## src/rtl/div_seq_ctrl.sv

```systemverilog
`default_nettype none
// +----------------------------------------------------------------------------+
// | div_seq_ctrl: signed/unsigned divide sequencer for an unsigned AXI-stream  |
// | divider IP. Optional macro DIV_ZERO_FASTPATH_EN bypasses the IP on /0.     |
// | Revision: 1.0                                                              |
// +----------------------------------------------------------------------------+
module div_seq_ctrl #(
  parameter int DATA_W = 32
) (
  input  logic                clk,
  input  logic                reset,
  input  logic                req_valid,
  input  logic                req_signed,
  input  logic [DATA_W-1:0]   req_src1,
  input  logic [DATA_W-1:0]   req_src2,
  input  logic                req_ack,
  input  logic                flush,
  output logic                dividend_tvalid,
  input  logic                dividend_tready,
  output logic [DATA_W-1:0]   dividend_tdata,
  output logic                divisor_tvalid,
  input  logic                divisor_tready,
  output logic [DATA_W-1:0]   divisor_tdata,
  input  logic                dout_tvalid,
  input  logic [2*DATA_W-1:0] dout_tdata,
  output logic                busy,
  output logic                res_valid,
  output logic [DATA_W-1:0]   res_hi,
  output logic [DATA_W-1:0]   res_lo
);

  typedef enum logic [1:0] {
    IDLE = 2'd0,
    SEND = 2'd1,
    WAIT = 2'd2,
    DONE = 2'd3
  } state_t;

  state_t            state_q, state_d;
  logic [DATA_W-1:0] dvd_q, dvd_d, dvs_q, dvs_d;
  logic [DATA_W-1:0] res_hi_q, res_hi_d, res_lo_q, res_lo_d;
  logic              neg_quo_q, neg_quo_d, neg_rem_q, neg_rem_d;
  logic              dvd_sent_q, dvd_sent_d, dvs_sent_q, dvs_sent_d;
  logic              cancel_q, cancel_d, res_valid_q, res_valid_d;

  logic [DATA_W-1:0] src1_mag, src2_mag, quo, rem;
  logic              dvd_hs, dvs_hs, dvd_done, dvs_done, drop;

  // The IP only divides unsigned; 0x80000000 naturally stays as its own magnitude.
  assign src1_mag = (req_signed && req_src1[DATA_W-1]) ? -req_src1 : req_src1;
  assign src2_mag = (req_signed && req_src2[DATA_W-1]) ? -req_src2 : req_src2;
  assign quo      = dout_tdata[2*DATA_W-1:DATA_W];
  assign rem      = dout_tdata[DATA_W-1:0];

  always_comb begin
    state_d         = state_q;
    dvd_d           = dvd_q;
    dvs_d           = dvs_q;
    res_hi_d        = res_hi_q;
    res_lo_d        = res_lo_q;
    neg_quo_d       = neg_quo_q;
    neg_rem_d       = neg_rem_q;
    dvd_sent_d      = dvd_sent_q;
    dvs_sent_d      = dvs_sent_q;
    cancel_d        = cancel_q;
    res_valid_d     = res_valid_q;
    dividend_tvalid = (state_q == SEND) && !dvd_sent_q;
    divisor_tvalid  = (state_q == SEND) && !dvs_sent_q;
    dvd_hs          = dividend_tvalid && dividend_tready;
    dvs_hs          = divisor_tvalid && divisor_tready;
    dvd_done        = dvd_sent_q || dvd_hs;
    dvs_done        = dvs_sent_q || dvs_hs;
    drop            = cancel_q || flush;

    case (state_q)
      IDLE: begin
        if (req_valid && !flush) begin
          dvd_d      = src1_mag;
          dvs_d      = src2_mag;
          neg_quo_d  = req_signed && (req_src1[DATA_W-1] ^ req_src2[DATA_W-1]);
          neg_rem_d  = req_signed && req_src1[DATA_W-1];
          dvd_sent_d = 1'b0;
          dvs_sent_d = 1'b0;
          cancel_d   = 1'b0;
`ifdef DIV_ZERO_FASTPATH_EN
          if (req_src2 == '0) begin
            res_lo_d    = '1;
            res_hi_d    = req_src1;
            res_valid_d = 1'b1;
            state_d     = DONE;
          end else begin
            state_d = SEND;
          end
`else
          state_d = SEND;
`endif
        end
      end
      SEND: begin
        dvd_sent_d = dvd_done;
        dvs_sent_d = dvs_done;
        // Once any operand reached the IP its result must be drained to keep the IP queue aligned.
        if (flush && !dvd_done && !dvs_done) begin
          state_d = IDLE;
        end else begin
          if (flush) cancel_d = 1'b1;
          if (dvd_done && dvs_done) state_d = WAIT;
        end
      end
      WAIT: begin
        if (dout_tvalid) begin
          if (drop) begin
            cancel_d = 1'b0;
            state_d  = IDLE;
          end else begin
            res_lo_d    = neg_quo_q ? -quo : quo;
            res_hi_d    = neg_rem_q ? -rem : rem;
            res_valid_d = 1'b1;
            state_d     = DONE;
          end
        end else if (flush) begin
          cancel_d = 1'b1;
        end
      end
      DONE: begin
        if (req_ack || flush) begin
          res_valid_d = 1'b0;
          state_d     = IDLE;
        end
      end
      default: state_d = IDLE;
    endcase
  end

  always_ff @(posedge clk) begin
    if (reset) begin
      state_q     <= IDLE;
      dvd_q       <= '0;
      dvs_q       <= '0;
      res_hi_q    <= '0;
      res_lo_q    <= '0;
      neg_quo_q   <= 1'b0;
      neg_rem_q   <= 1'b0;
      dvd_sent_q  <= 1'b0;
      dvs_sent_q  <= 1'b0;
      cancel_q    <= 1'b0;
      res_valid_q <= 1'b0;
    end else begin
      state_q     <= state_d;
      dvd_q       <= dvd_d;
      dvs_q       <= dvs_d;
      res_hi_q    <= res_hi_d;
      res_lo_q    <= res_lo_d;
      neg_quo_q   <= neg_quo_d;
      neg_rem_q   <= neg_rem_d;
      dvd_sent_q  <= dvd_sent_d;
      dvs_sent_q  <= dvs_sent_d;
      cancel_q    <= cancel_d;
      res_valid_q <= res_valid_d;
    end
  end

  assign dividend_tdata = dvd_q;
  assign divisor_tdata  = dvs_q;
  assign busy           = (state_q != IDLE);
  assign res_valid      = res_valid_q;
  assign res_hi         = res_hi_q;
  assign res_lo         = res_lo_q;

endmodule
`default_nettype wire

```

## config.mk

```make
export PLATFORM = sky130hd
export DESIGN_NAME = div_seq_ctrl
export DESIGN_NICKNAME = d
export VERILOG_FILES = /design/src/rtl/div_seq_ctrl.sv
export SDC_FILE = /design/constraint.sdc
export NUM_CORES = 1
export LEC_CHECK = 0
export BUFFER_PORTS_ARGS = -buffer_cell sky130_fd_sc_hd__buf_2
export CELL_PAD_IN_SITES_DETAIL_PLACEMENT = 1
export CELL_PAD_IN_SITES_GLOBAL_PLACEMENT = 2
export CORE_UTILIZATION = 31
export DETAILED_ROUTE_END_ITERATION = 8
export GPL_ROUTABILITY_DRIVEN = 0
export GPL_TIMING_DRIVEN = 0
export PLACE_DENSITY = 0.9
export SYNTH_ARGS = -nofsm -noshare
export SYNTH_HDL_FRONTEND = slang
export SYNTH_SLANG_ARGS = --single-unit
```

## constraint.sdc

```tcl
create_clock -name clk -period 3.7 [get_ports clk]
set_clock_uncertainty 0.05 [all_clocks]
set_input_delay 0.185 -clock clk [delete_from_list [all_inputs] [get_ports clk]]
set_output_delay 0.185 -clock clk [all_outputs]
set_load 0.05 [all_outputs]
```

==> parameters.txt, run 1 <==
Parameter                              Value

Run status
  Status ... complete, no violations

Logic synthesis
  Sequential area share after synthesis ... between 30% and 40%
  Syn nets ... 1129
  Number of standard cells after synthesis ... 984
  Mean instance size in the synthesized netlist ... 8.03 um2
  Largest area contributor in the netlist ... sky130_fd_sc_hd__dfxtp_1
  Leading post-synthesis cells by instance count ... sky130_fd_sc_hd__dfxtp_1 (136), sky130_fd_sc_hd__nor2_1 (105), sky130_fd_sc_hd__a21oi_1 (66), sky130_fd_sc_hd__clkbuf_1 (60), sky130_fd_sc_hd__nand2_1 (58)
  Most frequent cell after synthesis ... sky130_fd_sc_hd__dfxtp_1
  Number of synthesized register bits ... 136
  Mapped Area ... 7900 um2
  Warnings, synthesis ... 0
  Commonest register cell after synthesis ... sky130_fd_sc_hd__dfxtp_1
  Post-synth EDFFs ... 0
  Share of flip-flops with an asynchronous set or reset ... 0%
  Number of unique standard cell types used by synthesis ... 62
  Share of the synthesized area in the top cell type ... 34.4%
  Synth area leaders ... sky130_fd_sc_hd__dfxtp_1 (34%), sky130_fd_sc_hd__xor2_1 (6.1%), sky130_fd_sc_hd__a211oi_1 (5.3%), sky130_fd_sc_hd__nor2_1 (5.0%), sky130_fd_sc_hd__a21oi_1 (4.2%)

Routing
  Antenna Nets Post-Route ... 0
  Per-cell routed wire length ... 20.4 um
  Detailed-route DRC error count ... 0
  Final WL ... 33.2 mm
  Drt first-iter violations ... 453
  Number of detailed-routing iterations run before antenna repair ... 5
  Number of vias per cell after detailed routing ... between 5 and 6
  Via count of the routed design ... 8884

Timing
  Fin crit share ... 79.0%
  Unrepaired setup endpoints after global routing ... false
  Min setup slack post-route ... 0.776 ns
  Slew Limit Fails ... 0
  Highest clock frequency the design can meet ... around 340 MHz
  Fin Setup TNS ... 0 ns
  Final worst path period need ... between 2 and 3 ns
  Hold Vio Cnt, Final ... 0
  Slew of the pin with the lowest slew margin ... 1.08 ns
  Worst slew margin relative to its limit ... 27.1%
  Final setup vio count ... 0

GRT
  First-pass GRT wire length ... 50.8 mm
  Pin count of the biggest net entering global routing ... 17
  Met1 track demand over resource in global routing ... roughly a third
  Most utilized layer in the global route result ... met2
  Vias in the first global route ... 9003
  Total routing usage reported by global routing ... 25.0%
  Residual overflow from global routing ... 0
  Initial antenna violation count ... 8
  GRT met2 Usage ... 40.7%
  Met3 usage in global routing ... 3.68%

Placed design
  Final HPWL DP ... 25.2 mm
  Placed instance area ... between 9000 and 10000 um2
  Worst slack after detailed placement ... 0.758 ns
  Port Buf Inserts ... around 270

Power and ir drop
  Internal power ... 3400 uW
  Worst ir drop on vdd ... 0.000200 V
  Static Leak ... 0.00411 uW
  Combinational Power Share ... 29.0%
  Part of the power in registers ... 31.5%
  Switching power summed over all nets ... 1940 uW
  Power Dens Cells ... 511 nW/um2
  Share of total power in the clock network ... 39.5%
  Switching portion of total power ... between 30 and 40%

Clock network
  Max clock buf depth ... 2
  CTS tree ... built
  CTS root buf ... sky130_fd_sc_hd__clkbuf_16
  Clk pin slew, worst setup/hold paths ... 0.07 ns
  Setup Buffers After CTS ... 0
  Clock Sink Count ... 136
  Clock Latency Late Sink ... 0.42 ns
  Number of buffers created by CTS ... 17
  Total number of H-tree levels ... 4

Worst setup path
  Endpoint arrival time on the critical path ... 3.20 ns
  Crit path largest cell delay ... 0.55 ns
  Critical path peak fanout ... 10
  Worst Path Class, Setup ... reg -> reg
  Most repeated library cell on the critical path ... sky130_fd_sc_hd__clkbuf_1
  Req. time, crit path ... 3.98 ns
  Type of element launching the critical path ... flop
  Crit-path cells ... inv_1, ha_1, and3_1, clkbuf_1, clkbuf_1, clkbuf_1, nor2_1, a211oi_1
  Critical-path top delay cell ... sky130_fd_sc_hd__clkbuf_1
  Type of element capturing the critical path ... flop

Finish
  Area growth from synthesis to layout ... 32.1%
  Area of all placed cells without fillers ... 10400 um2
  Share of layout cells above drive strength 1 ... 24.8%
  Net count, final ... 1420
  Fillers ... ~3.2k

Floorplan
  Placement row count ... 58
  Die Span X ... 162 um
  Number of top-level pins ... 269
  Effective utilization at floorplan ... 31.5%
  Standard cell core area ... 25100 um2
  Area enclosed by the die boundary ... 26100 um2
  Floorplan die height ... 162 um

Worst hold path
  Hold Path Class ... in -> reg

Flow run
  Reported max-cap violation count ... 0
## what timing repair did
action,CTS,global route
endpoints found under the setup margin,0,0
hold buffers,5,0
hold endpoints to repair,5,0
gates resized for setup,0,0
## metrics by stage
stage               hold WS [ns]  util [%]  cells  power (uW)
floorplan                  0.271         -    984        2730
global placement           0.382      38.4   1581        3210
detailed placement         0.388      38.4   1581        3230
CTS                      0.00477      41.5   1618        5360
global route              0.0248      41.6   1626        5540
finish                    0.0106      41.6   1626        5330
## power by group through the flow
stage	Clock, uW	Combinational [uW]	Sequential, uW
5_1_grt	2200	1650	1690
2_1_floorplan	0	605	2120
3_3_place_gp	0	1510	1700
6_report	2110	1550	1680
3_5_place_dp	0	1530	1710
4_1_cts	2140	1540	1680
## worst paths after layout
| kind | slack [ns] | start | depth (start not counted) | end |
|---|---|---|---|---|
| worst min-delay path | 0.01 | req_src1[1] | 3 | dividend_tdata[1] |
| worst min register to register | 0.40 | dividend_tdata[25] | 2 | dividend_tdata[25] |
| worst max-delay path | 0.78 | state_q[0] | 8 | res_lo[7] |
| worst max register to register | 0.78 | state_q[0] | 8 | res_lo[7] |
## kinds of logic (layout without fill, tap and decap cells)
kind of cell	Yosys count	count (layout)	synth area share [%]
compound gates	279	279	23.2
xor+xnor	80	80	8.86
fa+ha+maj	8	8	1.27
buf+inv	90	394	4.46
flops	136	136	34.4
mux	23	23	2.91
other cells	0	8	0
simple gates	368	368	24.8
## area by class of cell
type	count	area, um2	area share, %
well taps	330	413	3.96
plain buffers	69	274	2.62
repair buffers	272	1390	13.3
multi-input cells	758	4830	46.3
diodes	8	20.0	0.192
flip-flops and latches	136	2720	26.1
inverters	21	78.8	0.755
clock inverters	13	263	2.52
clock buffers	19	453	4.34
## registers in the layout, summed over array words and instances, names as in the netlist, 2 cells and up
name	cells
state_q	2
dividend_tdata	32
res_lo	32
divisor_tdata	32
res_hi	32
## worst max-delay path, delay by kind of cell (launching register included)
family | cells | cell delay [ns]
DFF | 1 | 0.33
AOI/OAI and AO/OA | 1 | 0.25
adders and majority gates | 1 | 0.27
buffers and inverters | 4 | 1.65
and+or+nand+nor | 2 | 0.28
## placed cells by master, fill, tap and decap left out, types with 6 or more instances in the layout
| cell type | synthesis | layout |
|---|---|---|
| sky130_fd_sc_hd__mux2i_1 | 23 | 23 |
| sky130_fd_sc_hd__or4_1 | 9 | 9 |
| sky130_fd_sc_hd__a21oi_1 | 66 | 66 |
| sky130_fd_sc_hd__xnor2_1 | 25 | 25 |
| sky130_fd_sc_hd__inv_1 | 21 | 21 |
| sky130_fd_sc_hd__o22ai_1 | 21 | 21 |
| sky130_fd_sc_hd__nor2_1 | 105 | 105 |
| sky130_fd_sc_hd__and3_1 | 17 | 17 |
| sky130_fd_sc_hd__o31ai_1 | 23 | 23 |
| sky130_fd_sc_hd__nand4_1 | 17 | 17 |
| sky130_fd_sc_hd__clkbuf_1 | 60 | 60 |
| sky130_fd_sc_hd__nor3_1 | 24 | 24 |
| sky130_fd_sc_hd__nor3b_1 | 13 | 13 |
| sky130_fd_sc_hd__o21ai_0 | 51 | 51 |
| sky130_fd_sc_hd__nor4_1 | 28 | 28 |
| sky130_fd_sc_hd__nand3_1 | 26 | 26 |
| sky130_fd_sc_hd__a211oi_1 | 56 | 56 |
| sky130_fd_sc_hd__buf_2 | 0 | 267 |
| sky130_fd_sc_hd__ha_1 | 8 | 8 |
| sky130_fd_sc_hd__nand2_1 | 58 | 58 |
| sky130_fd_sc_hd__nor2b_1 | 12 | 12 |
| sky130_fd_sc_hd__diode_2 | 0 | 8 |
| sky130_fd_sc_hd__bufinv_16 | 0 | 7 |
| sky130_fd_sc_hd__clkbuf_16 | 0 | 17 |
| sky130_fd_sc_hd__or3_1 | 21 | 21 |
| sky130_fd_sc_hd__o41ai_1 | 13 | 13 |
| sky130_fd_sc_hd__xor2_1 | 55 | 55 |
| sky130_fd_sc_hd__buf_1 | 7 | 7 |
| sky130_fd_sc_hd__o211ai_1 | 6 | 6 |
| sky130_fd_sc_hd__a31oi_1 | 8 | 8 |
| sky130_fd_sc_hd__dfxtp_1 | 136 | 136 |
## metal layers
metal,vias up,wire length (um)
li1,4263,-
met1,4297,15100
met2,262,15300
met3,62,1610
met4,0,1120
met5,-,0
(Power assumes the default switching activity.)
==> inputs of run 2 (changes only) <==
CORE_UTILIZATION = 26   (was 31)
PLACE_DENSITY = 0.81   (was 0.9)
clock period = 2.45 ns   (was 3.7 ns; I/O delays follow)
==> run 2 against run 1 <==
  * Power grew 45%
  * Global-route usage shrank 2.5 points
  * Critical path type is now in -> reg
  * Cell count rose by 7.3%
  * Worst hold slack worse by 0.0031 ns
  * Critical path depth did not move
  * Combinational power is 57% higher
  * Sequential power is 51% higher
  * Count of clock-buffer cells in the layout stayed put
  * Via count is 2.3% higher
==> parameters.txt, run 2 (synthesis gave the netlist of run 1 again) <==
Parameter                              Value

Finish
  Share of layout cells above drive strength 1 ... 25.8% (+0.91 points)
  Area growth from synthesis to layout ... 40.7%
  Most frequent standard cell in the layout excluding fill and tap cells ... sky130_fd_sc_hd__buf_2
  Core utilization of the finished layout ... 37.3% (-4.3 points)
  Fillers ... 3676 (+16%)
  Highest-count cells in the layout ignoring fill and taps ... sky130_fd_sc_hd__buf_2 (270), sky130_fd_sc_hd__dfxtp_1 (136), sky130_fd_sc_hd__nor2_1 (105)
  Net count, final ... 1483 (+4.4%)
  Area of all placed cells without fillers ... 11100 um2 (+6.5%)

GRT
  Residual overflow from global routing ... 0 (unchanged)
  Most utilized layer in the global route result ... met2
  Met1 track demand over resource in global routing ... 29.6% (-3.4 points)
  Met3 usage in global routing ... 3.75% (+0.070 points)
  Total routing usage reported by global routing ... 22.5% (-2.5 points)
  Initial antenna violation count ... 2 (-6)
  First-pass GRT wire length ... 54.1 mm (+6.4%)
  Vias in the first global route ... 9376 (+4.1%)
  GRT met2 Usage ... 37.3% (-3.4 points)
  Pin count of the biggest net entering global routing ... 17 (unchanged)

Worst setup path
  Crit path largest cell delay ... 0.61 ns (+0.06 ns)
  Most repeated library cell on the critical path ... sky130_fd_sc_hd__buf_6
  Number of cells traversed by the worst register-to-register path ... 7 (-1)
  Critical path peak fanout ... 7 (-3)
  Worst setup path start ... dout_tdata[18]
  Worst reg2reg startpoint ... state_q[0]
  Req. time, crit path ... 2.72 ns (-1.26 ns)
  Reg2reg setup slack ... 0.22 ns (-0.56 ns)
  Type of element launching the critical path ... primary input
  Worst Path Class, Setup ... in -> reg
  Worst setup path endpoint ... res_hi[27]
  Critical-path top delay cell ... sky130_fd_sc_hd__dlygate4sd3_1
  Type of element capturing the critical path ... flop
  Endpoint of the worst-slack reg-to-reg timing path ... divisor_tdata[19]
  Crit-path cells ... dlygate4sd3_1, or4_4, buf_6, or3_4, buf_6, nor4_4, nor4b_2, a311o_1
  Endpoint arrival time on the critical path ... 2.64 ns (-0.56 ns)

Flow run
  Reported max-cap violation count ... 0 (unchanged)

Timing
  Slew of the pin with the lowest slew margin ... 1.21 ns (+0.131 ns)
  Unrepaired setup endpoints after global routing ... false
  Final setup vio count ... 0 (unchanged)
  Worst slew margin relative to its limit ... 18.3% (-8.8 points)
  Fin crit share ... 96.7%
  Final worst path period need ... 2.37 ns
  Highest clock frequency the design can meet ... 422 MHz
  Min setup slack post-route ... 0.0803 ns (-0.696 ns)
  Slew Limit Fails ... 0 (unchanged)
  Hold Vio Cnt, Final ... 0 (unchanged)

Routing
  Antenna Nets Post-Route ... 0 (unchanged)
  Per-cell routed wire length ... 20.2 um (-1.1%)
  Number of detailed-routing iterations run before antenna repair ... 5 (unchanged)
  Via count of the routed design ... 9085 (+2.3%)
  Final WL ... 35.2 mm (+6.1%)
  Drt first-iter violations ... 517 (+14%)
  Number of vias per cell after detailed routing ... 5.21 (-4.7%)
  Detailed-route DRC error count ... 0 (unchanged)

Power and ir drop
  Part of the power in registers ... 32.7% (+1.2 points)
  Combinational Power Share ... 31.5% (+2.5 points)
  Internal power ... 4750 uW (+40%)
  Static Leak ... 0.00442 uW (+7.4%)
  Switching portion of total power ... 38.6% (+2.3 points)
  Share of total power in the clock network ... 35.9% (-3.6 points)
  Worst ir drop on vdd ... 0.000460 V (+130%)
  Power Dens Cells ... 697 nW/um2 (+36%)
  Switching power summed over all nets ... 2990 uW (+54%)

Clock network
  Number of buffers created by CTS ... 17 (unchanged)
  Clk pin slew, worst setup/hold paths ... 0.06 ns (about the same)
  Clock Latency Late Sink ... 0.44 ns (+0.02 ns)
  Max clock buf depth ... 2 (unchanged)
  CTS tree ... built
  CTS root buf ... sky130_fd_sc_hd__clkbuf_16
  Total number of H-tree levels ... 4 (unchanged)
  Clock Sink Count ... 136 (unchanged)

Placed design
  Port Buf Inserts ... 267 (unchanged)
  Placed instance area ... 9730 um2 (+0.78%)
  Final HPWL DP ... 26.6 mm (+5.4%)
  Worst slack after detailed placement ... -0.672 ns (-1.43 ns)

Floorplan
  Placement row count ... 63 (+8.6%)
  Number of top-level pins ... 269 (unchanged)
  Area enclosed by the die boundary ... 31100 um2 (+19%)
  Floorplan die height ... 176 um (+9.1%)
  Standard cell core area ... 29800 um2 (+19%)
  Effective utilization at floorplan ... 26.5% (-5.0 points)
  Die Span X ... 176 um (+9.1%)

Worst hold path
  Worst Hold Launch ... req_src1[13]
  Hold Path Class ... in -> reg

Run status
  Status ... complete, no violations
run 2: timing repair:
action	in CTS	in global routing
gates resized for setup	10	33
hold buffers	65	0
pin swaps	0	6
hold endpoints to repair	64	0
buffers inserted	0	5
setup endpoints to repair	107	106
run 2: metrics by stage:
| step | std cells | setup TNS (ns) | hold slack (ns) | total power, uW |
|---|---|---|---|---|
| 5_1_grt | 1743 | 0 | 0.0161 | 8080 |
| 3_3_place_gp | 1641 | -29.40 | 0.343 | 4880 |
| 4_1_cts | 1737 | 0 | 0.000614 | 7790 |
| 3_5_place_dp | 1641 | -36.05 | 0.346 | 4910 |
| 6_report | 1744 | 0 | 0.00751 | 7750 |
| 2_1_floorplan | 984 | 0 | 0.209 | 4120 |
run 2: cell type report:
cell class / count / area, um2 / area share [%]
Timing Repair Buffer: 336 / 2020 / 18.2
Multi-Input combinational cell: 758 / 4890 / 44.0
Tap cell: 390 / 488 / 4.39
Antenna cell: 3 / 7.51 / 0.0675
Buffer: 68 / 298 / 2.68
Clock inverter: 13 / 171 / 1.54
Sequential cell: 136 / 2720 / 24.5
Inverter: 21 / 78.8 / 0.709
Clock buffer: 19 / 443 / 3.98
run 2: worst max-delay path: cells and delay by family:
family,cells,cell delay (ns)
AND/OR/NAND/NOR,4,1.30
AO/OA/AOI/OAI,1,0.31
buffers and inverters,3,0.91
run 2: power by group through the flow:
stage	Combinational [uW]	Clock, uW	Sequential [uW]
finish	2440	2780	2530
floorplan	914	0	3210
detailed placement	2330	0	2580
global placement	2300	0	2570
CTS	2430	2830	2530
global route	2610	2910	2550
run 2: layer usage:
layer  wire [um]  part of all wire, %  vias to the layer above
met5           0                    0                        -
met4         806                  2.3                        0
met3        1560                  4.4                       45
met1       16200                   46                     4445
li1            -                    -                     4372
met2       16600                   47                      223
run 2: worst min-delay path by stage:
stage | endpoint | slack [ns] | cells past startpoint
after floorplan | dividend_tdata[0] | 0.21 | 2
after global placement | dvd_sent_q | 0.34 | 3
after detailed placement | dvd_sent_q | 0.35 | 3
after CTS | res_lo[7] | 0.0006 | 3
after global routing | res_hi[28] | 0.02 | 3
final | dividend_tdata[13] | 0.008 | 3
==> inputs of run 3 (changes only) <==
ABC_AREA = 1   (was not set)
CORE_UTILIZATION = 24   (was 26)
PLACE_DENSITY = 0.8   (was 0.81)
==> run 3 against run 2 <==
  * Highest routed layer unchanged
  * Worst hold slack better by 0.0055 ns
  * Critical path type is now reg -> reg
  * Power fell by 0.91%
  * Global-route usage shrank 0.60 points
  * Critical endpoint is now divisor_tdata[13]
  * Utilization decreased by 3.7 points
  * Clock power decreased by 2%
  * Cell count up 31%
  * Register-to-register slack gained 0.03 ns
  * Die area up 22%
==> parameters.txt, run 3 <==
Parameter                              Value

Run status
  Status ... complete, no violations

Clock network
  CTS root buf ... sky130_fd_sc_hd__clkbuf_16
  Number of buffers created by CTS ... 17 (unchanged)
  Clock Latency Late Sink ... 0.44 ns (about the same)
  Clock Sink Count ... 136 (unchanged)
  Number of instances resized during post-cts repair ... 0 (-10)
  Max clock buf depth ... 2 (unchanged)
  Total number of H-tree levels ... 4 (unchanged)
  CTS tree ... built
  Clk pin slew, worst setup/hold paths ... 0.07 ns (about the same)

Routing
  Number of detailed-routing iterations run before antenna repair ... 4 (-1)
  Detailed-route DRC error count ... 0 (unchanged)
  Per-cell routed wire length ... 18.1 um (-10%)
  Final WL ... 41.4 mm (+18%)
  Number of vias per cell after detailed routing ... 4.76 (-8.6%)
  Antenna Nets Post-Route ... 0 (unchanged)
  Drt first-iter violations ... 429 (-17%)
  Via count of the routed design ... 10.9k (+20%)

Finish
  Net count, final ... 1952 (+32%)
  Most frequent standard cell in the layout excluding fill and tap cells ... sky130_fd_sc_hd__nand2_1
  Highest-count cells in the layout ignoring fill and taps ... sky130_fd_sc_hd__nand2_1 (357), sky130_fd_sc_hd__buf_2 (298), sky130_fd_sc_hd__nor2_1 (186)
  Area growth from synthesis to layout ... 38.0%
  Core utilization of the finished layout ... 33.6% (-3.7 points)
  Share of layout cells above drive strength 1 ... 20.1% (-5.6 points)

Logic synthesis
  Syn nets ... 1580 (+40%)
  Number of standard cells after synthesis ... 1435 (+46%)
  Warnings, synthesis ... 0 (unchanged)
  Mapped Area ... 8910 um2 (+13%)
  Largest area contributor in the netlist ... sky130_fd_sc_hd__dfxtp_1
  Share of flip-flops with an asynchronous set or reset ... 0% (unchanged)
  Sequential area share after synthesis ... 30.5% (-3.9 points)
  Commonest register cell after synthesis ... sky130_fd_sc_hd__dfxtp_1
  Synth area leaders ... sky130_fd_sc_hd__dfxtp_1 (31%), sky130_fd_sc_hd__nand2_1 (15%), sky130_fd_sc_hd__nor2_1 (7.8%), sky130_fd_sc_hd__inv_1 (7.5%), sky130_fd_sc_hd__nand3_1 (7.0%)
  Post-synth EDFFs ... 0 (unchanged)
  Leading post-synthesis cells by instance count ... sky130_fd_sc_hd__nand2_1 (357), sky130_fd_sc_hd__nor2_1 (186), sky130_fd_sc_hd__inv_1 (177), sky130_fd_sc_hd__dfxtp_1 (136), sky130_fd_sc_hd__nand3_1 (125)
  Most frequent cell after synthesis ... sky130_fd_sc_hd__nand2_1
  Share of the synthesized area in the top cell type ... 30.5% (-3.9 points)
  Number of synthesized register bits ... 136 (unchanged)
  Number of unique standard cell types used by synthesis ... 42 (-32%)
  Mean instance size in the synthesized netlist ... 6.21 um2 (-23%)

GRT
  Total routing usage reported by global routing ... 21.9% (-0.60 points)
  Pin count of the biggest net entering global routing ... 17 (unchanged)
  First-pass GRT wire length ... 63.7 mm (+18%)
  Initial antenna violation count ... 1 (-1)
  Vias in the first global route ... 11.4k (+21%)
  Residual overflow from global routing ... 0 (unchanged)

Timing
  Worst slew margin relative to its limit ... 31.9% (+14 points)
  Final setup vio count ... 0 (unchanged)
  Fin crit share ... 89.9% (-6.8 points)
  Highest clock frequency the design can meet ... 454 MHz (+7.6%)
  Slew of the pin with the lowest slew margin ... 1.02 ns (-0.192 ns)
  Fin Setup TNS ... 0 ns (unchanged)
  Final worst path period need ... 2.20 ns (-0.167 ns)
  Min setup slack post-route ... 0.247 ns (+0.167 ns)
  Hold Vio Cnt, Final ... 0 (unchanged)
  Unrepaired setup endpoints after global routing ... false
  Slew Limit Fails ... 0 (unchanged)

Worst setup path
  Critical-path top delay cell ... sky130_fd_sc_hd__clkbuf_1
  Worst setup path start ... state_q[0]
  Worst path buffer plus inverter count ... 3 (unchanged)
  Delay-heaviest family, CP ... buffers and inverters
  Worst Path Class, Setup ... reg -> reg
  Req. time, crit path ... 2.77 ns (+0.05 ns)
  Endpoint arrival time on the critical path ... 2.53 ns (-0.11 ns)
  Worst reg2reg startpoint ... state_q[0]
  Type of element launching the critical path ... flop
  Critical path peak fanout ... 10 (+3)
  Crit path largest cell delay ... 0.58 ns (-0.03 ns)
  Type of element capturing the critical path ... flop
  Crit-path cells ... inv_1, ha_1, inv_2, nor3_4, clkbuf_1, o21ai_0, a21oi_1

Floorplan
  Number of top-level pins ... 269 (unchanged)
  Floorplan die height ... 195 um (+10%)
  Effective utilization at floorplan ... 24.3% (-2.2 points)
  Area enclosed by the die boundary ... 37900 um2 (+22%)
  Placement row count ... 70 (+11%)
  Die Span X ... 195 um (+10%)
  Standard cell core area ... 36600 um2 (+23%)

Power and ir drop
  Static Leak ... 0.00623 uW (+41%)
  Worst ir drop on vdd ... 0.000471 V (+2.4%)
  Power Dens Cells ... 624 nW/um2 (-10%)

Placed design
  Port Buf Inserts ... 268 (+0.37%)
  Final HPWL DP ... 32.8 mm (+23%)
  Worst slack after detailed placement ... 0.267 ns (+0.939 ns)

Worst hold path
  Worst Hold Launch ... dout_tdata[19]
  Hold Path Class ... in -> reg

Flow run
  Reported max-cap violation count ... 0 (unchanged)
[run 3: per-layer routing]
metal | wire [um] | track usage [%]
met1 | 18600 | 26.7
met5 | 0 | 0
met3 | 2070 | 4.44
met2 | 19400 | 37.4
met4 | 1350 | 9.02
[run 3: path summary, 6_finish.rpt]
| check | endpoint | depth (start not counted) | slack [ns] |
|---|---|---|---|
| hold / removal | res_hi[19] | 5 | 0.01 |
| setup / recovery | divisor_tdata[13] | 7 | 0.25 |
| hold reg to reg | dividend_tdata[31] | 2 | 0.42 |
| setup reg to reg | divisor_tdata[13] | 7 | 0.25 |
[run 3: layout make-up]
cell class                      instances  area, um2
Clock inverter                         12        140
Tap cell                              468        586
Inverter                              185        694
Timing Repair Buffer                  353       2190
Antenna cell                            1       2.50
Fill cell                            4830      24300
Clock buffer                           20        467
Sequential cell                       136       2720
Multi-Input combinational cell       1060       5220
Buffer                                 54        278
[run 3: metrics by stage]
step	power [uW]	cell area (um2)	std cells	hold slack (ns)
finish	7680	12300	2289	0.0130
global route	8080	12300	2289	0.0264
CTS	7750	12300	2288	0.000119
detailed placement	4890	10800	2171	0.369
global placement	4850	10800	2171	0.360
floorplan	4100	8910	1435	0.142
[run 3: cells by family (layout without fill, tap and decap cells)]
kind of cell	count (synthesis)	count (layout)	synth area share, %
xor+xnor	47	47	4.62
flops	136	136	30.5
compound gates	273	273	17.7
simple gates	732	732	35.1
other cells	0	1	0
buf+inv	239	624	10.9
fa+ha+maj	8	8	1.12
[run 3: what timing repair did]
item | CTS | global route
hold endpoints to repair | 89 | 0
buffers inserted | 0 | 0
hold buffers | 85 | 0
endpoints found under the setup margin | 0 | 0
[run 3: power breakdown]
part	switching [uW]	internal, uW
logic	1750	720
registers	107	2380
clock network	1120	1590
total	2980	4690
[run 3: worst min-delay path, stage by stage]
cell	delay, ns
sky130_fd_sc_hd__buf_2	0.12
sky130_fd_sc_hd__nand2_1	0.06
sky130_fd_sc_hd__nand3_1	0.08
sky130_fd_sc_hd__nand2_1	0.06
sky130_fd_sc_hd__inv_1	0.04
